**config.mk**
```make
export PLATFORM = sky130hd
export DESIGN_NAME = tick_chain_gen_flat
export DESIGN_NICKNAME = d
export VERILOG_FILES = /design/src/rtl/tick_chain_if.sv /design/src/rtl/tick_chain_gen.sv /design/src/flat_wrapper.sv
export SDC_FILE = /design/constraint.sdc
export NUM_CORES = 1
export LEC_CHECK = 0
export CAP_MARGIN = 30
export CORE_ASPECT_RATIO = 0.8
export CORE_UTILIZATION = 52
export CTS_CLUSTER_SIZE = 40
export DETAILED_ROUTE_END_ITERATION = 8
export PLACE_DENSITY = 0.81
export SKIP_LAST_GASP = 1
export SYNTH_ARGS = -nofsm -noshare
export SYNTH_HDL_FRONTEND = slang
export SYNTH_SLANG_ARGS = --single-unit
```
**constraint.sdc**
```tcl
create_clock -name clk -period 10.55 [get_ports clk]
set_input_delay 1.055 -clock clk [delete_from_list [all_inputs] [get_ports clk]]
set_output_delay 1.055 -clock clk [all_outputs]
set_load 0.05 [all_outputs]
```
**src/rtl/tick_chain_if.sv**
```systemverilog
// Control/status bundle for tick_chain_gen.
// master = controller side (drives run/restart/divisors), slave = generator.
// When TICK_CHAIN_HEARTBEAT_EN is defined the bundle also carries hb_o.
interface tick_chain_if #(
  parameter int NUM_STAGES = 3,
  parameter int CNT_W      = 12
);
  logic                        run;
  logic                        restart;
  logic [NUM_STAGES*CNT_W-1:0] div_val;
  logic                        div_upd;
  logic [NUM_STAGES-1:0]       upd_pend;
  logic [NUM_STAGES-1:0]       tick_o;
`ifdef TICK_CHAIN_HEARTBEAT_EN
  logic [NUM_STAGES-1:0]       hb_o;

  modport master (
    output run, restart, div_val, div_upd,
    input  upd_pend, tick_o, hb_o
  );
  modport slave (
    input  run, restart, div_val, div_upd,
    output upd_pend, tick_o, hb_o
  );
`else
  modport master (
    output run, restart, div_val, div_upd,
    input  upd_pend, tick_o
  );
  modport slave (
    input  run, restart, div_val, div_upd,
    output upd_pend, tick_o
  );
`endif
endinterface

```
**src/rtl/tick_chain_gen.sv**
```systemverilog
// tick_chain_gen: runtime-programmable cascaded tick-enable generator.
// Stage 0 counts run cycles, stage k counts stage k-1 wraps. Each stage
// emits a registered 1-clk tick at its terminal count. New divisors are
// staged and only reach a stage's active (shadow) divisor at that stage's
// wrap or on restart, so a period is never cut short or stretched.
// Optional feature macro: TICK_CHAIN_HEARTBEAT_EN (adds hb_o square waves).
module tick_chain_gen #(
  parameter int                          NUM_STAGES = 3,
  parameter int                          CNT_W      = 12,
  parameter logic [NUM_STAGES*CNT_W-1:0] DIV_INIT   = {12'd100, 12'd10, 12'd2}
) (
  input  logic         clk,
  input  logic         nrst,
  tick_chain_if.slave  bus
);

  localparam logic [CNT_W-1:0] CNT_ZERO = {CNT_W{1'b0}};
  localparam logic [CNT_W-1:0] CNT_ONE  = {{(CNT_W-1){1'b0}}, 1'b1};

  logic [CNT_W-1:0]      cnt_q     [NUM_STAGES];
  logic [CNT_W-1:0]      cnt_d     [NUM_STAGES];
  logic [CNT_W-1:0]      shadow_q  [NUM_STAGES];
  logic [CNT_W-1:0]      shadow_d  [NUM_STAGES];
  logic [CNT_W-1:0]      staging_q [NUM_STAGES];
  logic [CNT_W-1:0]      staging_d [NUM_STAGES];
  logic [NUM_STAGES-1:0] pend_q;
  logic [NUM_STAGES-1:0] pend_d;
  logic [NUM_STAGES-1:0] tick_q;
  logic [NUM_STAGES-1:0] tick_d;
`ifdef TICK_CHAIN_HEARTBEAT_EN
  logic [NUM_STAGES-1:0] hb_q;
  logic [NUM_STAGES-1:0] hb_d;
`endif

  logic [NUM_STAGES-1:0] src_s;
  logic [NUM_STAGES-1:0] wrap_s;

  // Ripple the source event down the chain: a stage only sees an event when
  // the stage below wraps in the same cycle, so all stages may wrap together.
  always_comb begin
    logic             carry_s;
    logic [CNT_W-1:0] eff_div_s;
    carry_s = bus.run;
    src_s   = '0;
    wrap_s  = '0;
    for (int k = 0; k < NUM_STAGES; k++) begin
      // A zero divisor behaves as divide-by-one.
      eff_div_s = (shadow_q[k] == CNT_ZERO) ? CNT_ONE : shadow_q[k];
      src_s[k]  = carry_s;
      wrap_s[k] = carry_s && (cnt_q[k] == (eff_div_s - CNT_ONE));
      carry_s   = wrap_s[k];
    end
  end

  // Next-state: restart wins over counting; a divisor update in the same
  // cycle as a wrap stays pending until that stage's following wrap.
  always_comb begin
    cnt_d     = cnt_q;
    shadow_d  = shadow_q;
    staging_d = staging_q;
    pend_d    = pend_q;
    tick_d    = '0;
`ifdef TICK_CHAIN_HEARTBEAT_EN
    hb_d      = hb_q;
`endif
    if (bus.restart) begin
      for (int k = 0; k < NUM_STAGES; k++) begin
        cnt_d[k] = CNT_ZERO;
        if (bus.div_upd) begin
          shadow_d[k]  = bus.div_val[k*CNT_W +: CNT_W];
          staging_d[k] = bus.div_val[k*CNT_W +: CNT_W];
        end else if (pend_q[k]) begin
          shadow_d[k] = staging_q[k];
        end else begin
          shadow_d[k] = shadow_q[k];
        end
      end
      pend_d = '0;
      tick_d = '0;
`ifdef TICK_CHAIN_HEARTBEAT_EN
      hb_d   = '0;
`endif
    end else begin
      for (int k = 0; k < NUM_STAGES; k++) begin
        if (wrap_s[k]) begin
          cnt_d[k] = CNT_ZERO;
        end else if (src_s[k]) begin
          cnt_d[k] = cnt_q[k] + CNT_ONE;
        end else begin
          cnt_d[k] = cnt_q[k];
        end

        if (bus.div_upd) begin
          staging_d[k] = bus.div_val[k*CNT_W +: CNT_W];
          pend_d[k]    = 1'b1;
          shadow_d[k]  = shadow_q[k];
        end else if (wrap_s[k] && pend_q[k]) begin
          shadow_d[k] = staging_q[k];
          pend_d[k]   = 1'b0;
        end else begin
          shadow_d[k] = shadow_q[k];
        end
      end
      tick_d = wrap_s;
`ifdef TICK_CHAIN_HEARTBEAT_EN
      hb_d   = hb_q ^ wrap_s;
`endif
    end
  end

  // State and output registers with asynchronous active-low reset.
  always_ff @(posedge clk or negedge nrst) begin
    if (!nrst) begin
      for (int k = 0; k < NUM_STAGES; k++) begin
        cnt_q[k]     <= CNT_ZERO;
        shadow_q[k]  <= DIV_INIT[k*CNT_W +: CNT_W];
        staging_q[k] <= DIV_INIT[k*CNT_W +: CNT_W];
      end
      pend_q <= '0;
      tick_q <= '0;
`ifdef TICK_CHAIN_HEARTBEAT_EN
      hb_q   <= '0;
`endif
    end else begin
      cnt_q     <= cnt_d;
      shadow_q  <= shadow_d;
      staging_q <= staging_d;
      pend_q    <= pend_d;
      tick_q    <= tick_d;
`ifdef TICK_CHAIN_HEARTBEAT_EN
      hb_q      <= hb_d;
`endif
    end
  end

  assign bus.upd_pend = pend_q;
  assign bus.tick_o   = tick_q;
`ifdef TICK_CHAIN_HEARTBEAT_EN
  assign bus.hb_o     = hb_q;
`endif

endmodule
```
**src/flat_wrapper.sv**
```systemverilog
// flat-port wrapper written by rule: the top's interface ports become plain ports
module tick_chain_gen_flat 
#(
  parameter int                          NUM_STAGES = 3,
  parameter int                          CNT_W      = 12,
  parameter logic [NUM_STAGES*CNT_W-1:0] DIV_INIT   = {12'd100, 12'd10, 12'd2}
)
  (clk, nrst, bus_run, bus_restart, bus_div_val, bus_div_upd, bus_upd_pend, bus_tick_o);
  tick_chain_if #(.NUM_STAGES(NUM_STAGES), .CNT_W(CNT_W)) bus_i ();
  input  logic clk;
  input  logic nrst;
  input wire logic [$bits(bus_i.run)-1:0] bus_run;
  input wire logic [$bits(bus_i.restart)-1:0] bus_restart;
  input wire logic [$bits(bus_i.div_val)-1:0] bus_div_val;
  input wire logic [$bits(bus_i.div_upd)-1:0] bus_div_upd;
  output wire logic [$bits(bus_i.upd_pend)-1:0] bus_upd_pend;
  output wire logic [$bits(bus_i.tick_o)-1:0] bus_tick_o;
  assign bus_i.run = bus_run;
  assign bus_i.restart = bus_restart;
  assign bus_i.div_val = bus_div_val;
  assign bus_i.div_upd = bus_div_upd;
  assign bus_upd_pend = bus_i.upd_pend;
  assign bus_tick_o = bus_i.tick_o;
  tick_chain_gen #(.NUM_STAGES(NUM_STAGES), .CNT_W(CNT_W), .DIV_INIT(DIV_INIT)) u_core (.clk(clk), .nrst(nrst), .bus(bus_i));
endmodule
```
Word-level counts from Yosys, hierarchy flattened --
Index checks and enable logic that the tools add are counted.
Operators by class: $add $sub $neg 6, equality and inequality tests 7, multiplexer cells 31, reduce and logical (&&, ||, !) cells 21
Operator list (number):
- 2-to-1 mux 12 bit | 21
- 2-to-1 mux 36 bit | 2
- adder 12 x 1 -> 12 bit (second input constant) | 3
- equality test 12 bit | 3
- zero test 12 bit | 3
- subtractor 12 x 1 -> 12 bit (second input constant) | 3
- nonzero test 3 bit | 6
- != test 3 x 1 -> 1 bit (second input constant) | 3
- AND reduction 3 bit | 3
- logical AND 1 bit | 6
- 2-to-1 mux 1 bit | 6
- 2-to-1 mux 3 bit | 2
- nonzero test 2 bit | 3
- != test 2 bit (second input constant) | 1
Word-level totals: flip-flop bits (word level) 114, bits of input ports 41, output and inout port bits 6, word-level logic and storage cells 78

Depth between registers and ports, before layout --
Gate-level depths: netlist of the first run.
word-level depth 11, mapped depth 14, depth with buffers taken out 11

Least setup slack after synthesis of the first run --
Ideal clock, no wire load.
path kind flip-flop to flip-flop, from reg u_core.shadow_q[14] (netlist bit), to reg u_core.shadow_q[2] (netlist bit), library setup time 0.075 ns, arrival time 3.631 ns, data required time 10.475 ns, slack 6.845 ns, cell stages (with the launch flop) 14, buffers on the path 2, clock period less this slack 3.705 ns, cell sequence dfrtp_1 clkbuf_1 nor4_1 a31oi_1 ha_1 xnor3_1 nand3_1 a311oi_1 nand4_1 a2111oi_4 nand2_1 o41ai_4 buf_6 mux2i_1
Between the ends: word-level cells in the longest chain between the ends 9
RTL lines:
- start, declared | line tick_chain_gen.sv:22 | logic [CNT_W-1:0] shadow_q [NUM_STAGES];
- start signal, assigned by index | line tick_chain_gen.sv:116 | shadow_q[k] <= DIV_INIT[k*CNT_W +: CNT_W];
- start signal, assigned | line tick_chain_gen.sv:126 | shadow_q <= shadow_d;
- zero test 12 bit | line tick_chain_gen.sv:48 | eff_div_s = (shadow_q[k] == CNT_ZERO) ? CNT_ONE : shadow_q[k];
- 2-to-1 mux 12 bit * | line tick_chain_gen.sv:48
- subtractor 12 x 1 -> 12 bit * | line tick_chain_gen.sv:50 | wrap_s[k] = carry_s && (cnt_q[k] == (eff_div_s - CNT_ONE));
- equality test 12 bit * | line tick_chain_gen.sv:50
- logical AND 1 bit * (2 in a row) | line tick_chain_gen.sv:50
- logical AND 1 bit * | line tick_chain_gen.sv:97 | end else if (wrap_s[k] && pend_q[k]) begin
- nonzero test 2 bit (no source line) *
- AND reduction 3 bit (no source line) *
Every way passes the cells marked *; elsewhere a longest branch is shown, timed or not. A chain may end at the register's enable or synchronous reset.

Worst setup path after layout of the first run --
from reg u_core.shadow_q[14] (netlist bit), to reg u_core.shadow_q[19] (netlist bit)
Between the ends: word-level cells in the longest chain between the ends 8
RTL lines (line):
- zero test 12 bit | tick_chain_gen.sv:48
- 2-to-1 mux 12 bit * | tick_chain_gen.sv:48
- subtractor 12 x 1 -> 12 bit * | tick_chain_gen.sv:50
- equality test 12 bit * | tick_chain_gen.sv:50
- logical AND 1 bit * | tick_chain_gen.sv:50
- logical AND 1 bit * | tick_chain_gen.sv:97
- nonzero test 2 bit (no source line) *
- AND reduction 3 bit (no source line) *
Marks and branches as above.

==> summary.md, run 1 <==
| Metric | Value |
|---|---|
| # setup viols final | 0 |
| DRC violations left | 0 |
| Critical Path Source Type | register |
| Final worst path period share | 45.80% |
| Fill count | 974 |
| Max VDD drop | 126.8 uV |
| Total global-route track usage | 25.13% |
| Initial antenna violation count | 0 |
| Slew Limit Fails | 0 |
| Yosys warnings | 0 |
| Fin nets | 754 |
| Clk_skew | 0.01146 ns |
| Setup CP Type | register to register |
| CTS tree | yes |
| Hold WS | 0.4864 ns |
| Synth-to-layout area growth | 18.12% |
| Vias in the first global route | 5427 |
| Area leader, netlist | dfrtp_1 |
| Final-report hold violation count | 0 |
| Syn nets | 715 |
| Clk pin slew, worst setup/hold paths | about 0.060 ns |
| Power Density | roughly 170 nW/um^2 |
| Gate Count Post-Synth | 668 |
| Post-route minimum period | 4.832 ns |
| RSZ-0062 raised after global routing | false |
| Pleak | 3.412 nW |
| Setup total negative slack | 0 ns |
| Initial Utilization | between 50% and 60% |
| ANT nets after route | 0 |
| Status | completed |
| IO Pins | 47 |
| Layout cells sized above 1 | around 16% |
| R2R depth | 11 |
| PortBufs | between 40 and 50 |
| Worst slew pin tran | around 1.1 ns |
| Post-layout util | 64.30% |
| Post-CTS Setup Bufs | 0 |
| Number of synthesized flops with an enable pin | 0 |
| Clock sinks | 114 |
| # diodes | 0 |
| Post-synthesis sequential area ratio | 42.37% |
| Post-cts repair resize count | 0 |
| Avg Cell Area, Syn | around 10 um^2 |
| Global-route wire length before repair | 26.73 mm |
| Required @ worst endpoint | between 10 and 15 ns |
| Crit-path max FO | 26 |
| Hold_sp | u_core.staging_q[16] |
| Drt pass-1 iters | 5 |
| Via count | 5456 |
| RR Endpoint | u_core.shadow_q[19] |
| Root Driver | clkbuf_16 |
| Placed cell areas | 7322 um^2 |
| Mapped Area | 6768 um^2 |
| Drt wl/cell | 17.52 um |
| Post-synth top flop | dfrtp_1 |
| Total die area | 13480 um^2 |
| Synth top area cells | dfrtp_1, mux2_2, mux2i_1, dfstp_2, xor2_1 |
| Post-route design area | between 7000 and 8000 um^2 |
| Row count | 36 |
| Die height | 104.0 um |
| Max Freq | 207.0 MHz |
| CP Data Arrival Time | about 5.2 ns |
| Post-synth top area share | 37.71% |
| Die Width | 129.6 um |
| CTS Buf Count | 17 |
| Endpoint class of the critical path | register |
| HPWL reported at the end of detailed placement | just over 10 mm |
| Slew HR | 28.53% |
| Netlist cell types | 66 |
| Initial detailed-routing violation count | ~390 |
| Max-Cap Viols | 0 |
| Post-Route WL | 15.61 mm |
| Worst r2r src | u_core.shadow_q[14] |
| Largest net degree at the start of global routing | 65 |
| Worst Hold Path Cells | 1 |
| Vias per cell | 6.123 |
| Worst hold path class | register to register |
| RD Place Congestion | 0.9227 |
| Hold Path Sink | u_core.shadow_q[16] |
| Overflow after GRT | 0 |
| H-tree levels | 4 |
| R2R setup slack | 5.72 ns |
| Clock latency on the worst-skew pair | 0.41 ns |
| Core area | between 10000 and 15000 um^2 |
| Async set or reset register ratio after synthesis | 100.0% |
| Clk buf depth | 2 |
| Number of synthesized register bits | 114 |
| Hold buffers post-CTS | 0 |
-- flip-flops by register name, indices dropped and copies added, names as in the netlist --
signal and cells:
u_core.shadow_q 36, u_core.cnt_q 36, u_core.bus.upd_pend 3, u_core.bus.tick_o 3, u_core.staging_q 36
-- per-stage QoR --
stage | total power [mW] | worst slack (ns) | std cells
CTS | 1.401 | 5.804 | 890
detailed placement | 0.7560 | 5.839 | 858
global route | 1.453 | 5.310 | 891
finish | 1.397 | 5.718 | 891
global placement | 0.7434 | 6.118 | 857
floorplan | 0.6876 | 6.845 | 668
-- critical path, cell delays in order (launching register included) --
cell and delay (ns):
dfrtp_1 0.46, nor4_1 0.67, a31oi_1 0.26, ha_1 0.28, xnor3_1 0.36, nand3_1 0.11
a311oi_1 0.29, nand4_1 0.18, a2111oi_4 0.46, nand2_1 0.59, nor3_2 0.83, a211o_1 0.25
-- Yosys cell counts (13+ instances only) --
cell,number
o21ai_0,28
nor2b_1,15
a211o_1,13
mux2i_1,41
dfrtp_1,102
clkbuf_1,18
nor4_1,15
nor2_1,40
xnor2_1,24
o211a_1,13
xor2_1,26
nand2b_1,19
nand3_1,33
mux2_2,38
nand2_1,39
a21oi_1,19
inv_1,22
-- cell usage in the layout, fill, tap and decap left out, types with 6 or more instances in the layout --
| cell type | instances |
|---|---|
| nor4_1 | 15 |
| and3_1 | 12 |
| nor3b_1 | 7 |
| o221a_2 | 12 |
| clkbuf_16 | 17 |
| nor3_1 | 11 |
| nand4_1 | 9 |
| ha_1 | 6 |
| mux2_2 | 38 |
| dfstp_2 | 12 |
| a21o_1 | 7 |
| xnor2_1 | 24 |
| xor2_1 | 26 |
| nor2b_1 | 15 |
| nand2b_1 | 19 |
| a21oi_1 | 19 |
| nand3_1 | 33 |
| a31oi_1 | 6 |
| o211a_1 | 13 |
| o21ai_0 | 27 |
| a211o_1 | 13 |
| mux2i_1 | 41 |
| inv_1 | 22 |
| clkdlybuf4s50_1 | 43 |
| nor2_1 | 40 |
| or3b_1 | 6 |
| dfrtp_1 | 102 |
| or4_1 | 8 |
| nand2_1 | 39 |
-- cells by family after synthesis --
kind of cell / count (synthesis) / share of synthesized area [%]
xor+xnor: 51 / 6.803
flops: 114 / 42.37
compound gates: 128 / 14.94
fa+ha+maj: 6 / 1.109
simple gates: 234 / 18.95
buf+inv: 56 / 3.439
mux: 79 / 12.39
-- power breakdown --
group	internal [mW]	switching, mW
sequential	0.482	0.0527
clock	0.431	0.210
combinational	0.109	0.112
total	1.02	0.375
-- layer usage --
layer | vias to the layer above | track usage, % | part of all wire, %
met2 | 184 | 38.94 | 47
met1 | 2711 | 34.94 | 47
met5 | - | 0 | 0
met3 | 19 | 5.247 | 4.6
met4 | 0 | 8.306 | 1.2
li1 | 2542 | - | -
-- final cells by class --
type | count | area (um^2) | area share, %
Multi-Input combinational cell | 498 | 3667 | 45.88
Sequential cell | 114 | 2868 | 35.87
Timing Repair Buffer | 52 | 494.2 | 6.182
Clock buffer | 19 | 452.9 | 5.666
Tap cell | 171 | 214.0 | 2.676
Clock inverter | 13 | 207.7 | 2.598
Inverter | 24 | 90.09 | 1.127
-- worst max path at each step --
| stage | startpoint | end | slack (ns) | cells past startpoint |
|---|---|---|---|---|
| after floorplan | u_core.shadow_q[14] | u_core.shadow_q[2] | 6.84 | 13 |
| after global placement | u_core.shadow_q[14] | u_core.shadow_q[17] | 6.12 | 11 |
| after detailed placement | u_core.shadow_q[28] | u_core.shadow_q[18] | 5.84 | 11 |
| after CTS | u_core.shadow_q[28] | u_core.shadow_q[27] | 5.80 | 11 |
| after global routing | u_core.shadow_q[28] | u_core.shadow_q[19] | 5.31 | 11 |
| final | u_core.shadow_q[14] | u_core.shadow_q[19] | 5.72 | 11 |
Power figures use the tool's default switching activity.
==> run 2, diff against run 1 <==
Settings changed: PLACE_DENSITY 0.81 to 0.84.
Clock period 10.55 ns to 4.1 ns, I/O delays scaled along.
==> summary.md, run 2 (same netlist as run 1, synthesis figures left out) <==
| Metric | Value |
|---|---|
| Status | completed |
| R2R depth | 12 (+1) |
| Crit path largest cell delay | 0.49 ns (-0.34 ns) |
| Placed Cells incl. Taps | 875 (+2.0%) |
| CP Data Arrival Time | 4.13 ns (-1.05 ns) |
| Fin cells | 907 (+1.8%) |
| Placed cell areas | 7465 um^2 (+1.9%) |
| Initial Utilization | 54.44% (unchanged) |
| Max VDD drop | 352.0 uV (+180%) |
| Required @ worst endpoint | 4.39 ns (-6.50 ns) |
| RSZ-0062 raised after global routing | true |
| Power Density | 428.9 nW/um^2 (+150%) |
| CTS Buf Count | 17 (unchanged) |
| IO Pins | 47 (unchanged) |
| Total global-route track usage | 25.88% (+0.76 points) |
| Slew HR | 47.23% (+19 points) |
| Worst setup path end | u_core.shadow_q[22] |
| Critical Path Source Type | register |
| # setup viols final | 0 (unchanged) |
| Final-report hold violation count | 0 (unchanged) |
| Worst r2r src | u_core.shadow_q[17] |
| Clock sinks | 114 (unchanged) |
| Drt wl/cell | 18.00 um (+2.7%) |
| Worst slew pin tran | 0.7915 ns (-0.2805 ns) |
| Vias in the first global route | 5610 (+3.4%) |
| RD Place Congestion | 0.8856 (-4.0%) |
| Die Width | 129.6 um (unchanged) |
| Post-Route WL | 16.33 mm (+4.6%) |
| Post-route minimum period | 3.839 ns (-0.9922 ns) |
| H-tree levels | 4 (unchanged) |
| Synth-to-layout area growth | 19.82% |
| Fill count | 981 (+0.72%) |
| Final worst path period share | 93.65% (+48 points) |
| ANT nets after route | 0 (unchanged) |
| Drt pass-1 iters | 6 (+1) |
| Setup CP Type | register to register |
| Crit-path max FO | 25 (-3.8%) |
| Post-CTS Setup Bufs | 0 (unchanged) |
| R2R setup slack | 0.26 ns (-5.46 ns) |
| Pleak | 3.488 nW (+2.2%) |
| Row count | 36 (unchanged) |
| Clock latency on the worst-skew pair | 0.41 ns (about the same) |
| Commonest non-fill, non-tap cells in the layout | dfrtp_1, clkdlybuf4s50_1, mux2i_1 |
| Sw Pwr | 0.9539 mW (+150%) |
| Post-route design area | 8109 um^2 (+1.4%) |
| HPWL reported at the end of detailed placement | 11.27 mm (+9.3%) |
| Flop pwr share | 39.7% (+1.4 points) |
| Net Sw Frac | 27.43% (+0.61 points) |
| Most common cell after layout, fill and taps aside | dfrtp_1 |
| Die height | 104.0 um (unchanged) |
| Slowest CP cell | dfrtp_1 |
| Via count | 5505 (+0.90%) |
| Clk pin slew, worst setup/hold paths | 0.06 ns (about the same) |
| Clk_skew | 0.01024 ns (-0.001221 ns) |
| Gate power share | 17.2% (+1.4 points) |
| Clock Power Share | 43.1% (-2.8 points) |
| RR Endpoint | u_core.shadow_q[22] |
| Worst hold path class | input port to async pin |
| PortBufs | 46 (unchanged) |
| Total die area | 13480 um^2 (unchanged) |
| Slew Limit Fails | 0 (unchanged) |
| DRC violations left | 0 (unchanged) |
| Core area | 12430 um^2 (unchanged) |
| Setup total negative slack | 0 ns (unchanged) |
| Fin nets | 770 (+2.1%) |
| Initial antenna violation count | 0 (unchanged) |
| CTS tree | yes |
| Root Driver | clkbuf_16 |
| Overflow after GRT | 0 (unchanged) |
| Setup crit start | u_core.shadow_q[17] |
| Max Freq | 260.5 MHz (+26%) |
| Vias per cell | 6.069 (-0.88%) |
| Global-route wire length before repair | 27.68 mm (+3.5%) |
| Endpoint class of the critical path | register |
| Largest net degree at the start of global routing | 52 (-20%) |
| Largest registers | u_core.cnt_q (36), u_core.shadow_q (36), u_core.staging_q (36) |
| Layout cells sized above 1 | 18.48% (+2.5 points) |
| Cells along the critical path | nor4_2, a31oi_1, ha_1, xnor3_1, nand3_1, a311oi_1, nand4_1, a2111oi_4, nand2_1, buf_4, o211a_1, a211o_1 |
| Initial detailed-routing violation count | 424 (+9.8%) |
| # diodes | 0 (unchanged) |
| Max-Cap Viols | 0 (unchanged) |
| Clk buf depth | 2 (unchanged) |
| Internal cell power | 2.524 mW (+150%) |
-- run 2: changes by cell type in the layout (fill, tap and decap cells not counted), moves of 2 or more --
| cell | before | now |
|---|---|---|
| nor4_2 | 1 | 3 |
| bufinv_16 | 5 | 3 |
| buf_4 | 5 | 22 |
| nor3b_2 | 0 | 3 |
| clkinvlp_4 | 4 | 2 |
| nor3b_1 | 7 | 4 |
| clkinv_2 | 2 | 4 |
| clkbuf_1 | 0 | 3 |
| nor4_1 | 15 | 13 |
-- run 2: power groups by stage --
stage	Clock (mW)	Sequential, mW	Combinational (mW)
after detailed placement	0	1.39	0.582
after global placement	0	1.38	0.558
final	1.50	1.38	0.597
after CTS	1.51	1.37	0.592
after floorplan	0	1.34	0.425
after global routing	1.56	1.40	0.657
-- run 2: how the worst min path moves through the flow --
stage / cells after the start / end
finish: 1 / u_core.cnt_q[16]
global route: 1 / u_core.cnt_q[17]
CTS: 1 / u_core.cnt_q[16]
detailed placement: 1 / u_core.cnt_q[16]
global placement: 1 / u_core.cnt_q[16]
floorplan: 0 / u_core.bus.tick_o[0]
-- run 2: worst max-delay path, delay by kind of cell, from the launching register on --
| family | cells | cell delay (ns) |
|---|---|---|
| fa+ha+maj | 1 | 0.26 |
| buf+inv | 1 | 0.27 |
| flops | 1 | 0.49 |
| simple gates | 4 | 0.89 |
| compound gates | 5 | 1.46 |
| xor+xnor | 1 | 0.36 |
-- run 2: repair_timing --
action                                  4_1_cts  5_1_grt
endpoints found under the hold margin         0        0
endpoints found under the setup margin        0       47
gates resized for setup                       0        9
hold buffers                                  0        0
-- run 2: area by class of cell --
class | instances | area [um^2] | area share (%)
well taps | 171 | 214.0 | 2.638
repair buffers | 68 | 625.6 | 7.715
inverters | 24 | 90.09 | 1.111
clock inverters | 10 | 133.9 | 1.651
clock buffers | 22 | 464.2 | 5.724
multi-input cells | 498 | 3714 | 45.80
flip-flops and latches | 114 | 2868 | 35.36
-- run 2: routing by layer --
metal | global-route usage, % | up-vias | routed length (um)
met5 | 0 | - | 0
met4 | 8.555 | 0 | 357
met3 | 5.658 | 40 | 714
met2 | 41.24 | 142 | 7812
met1 | 34.89 | 2757 | 7440
li1 | - | 2566 | -
-- run 2: metrics by stage --
step / total power [mW] / worst slack (ns) / hold WS, ns / util [%]
3_5_place_dp: 1.972 / 0.1180 / 0.4753 / 60.04
3_3_place_gp: 1.936 / 0.2911 / 0.4653 / 60.04
4_1_cts: 3.479 / 0.05283 / 0.05106 / 64.86
6_report: 3.478 / 0.2605 / 0.02606 / 65.23
2_1_floorplan: 1.769 / 0.3945 / 0.1144 / -
5_1_grt: 3.613 / -0.02228 / 0.08350 / 65.23
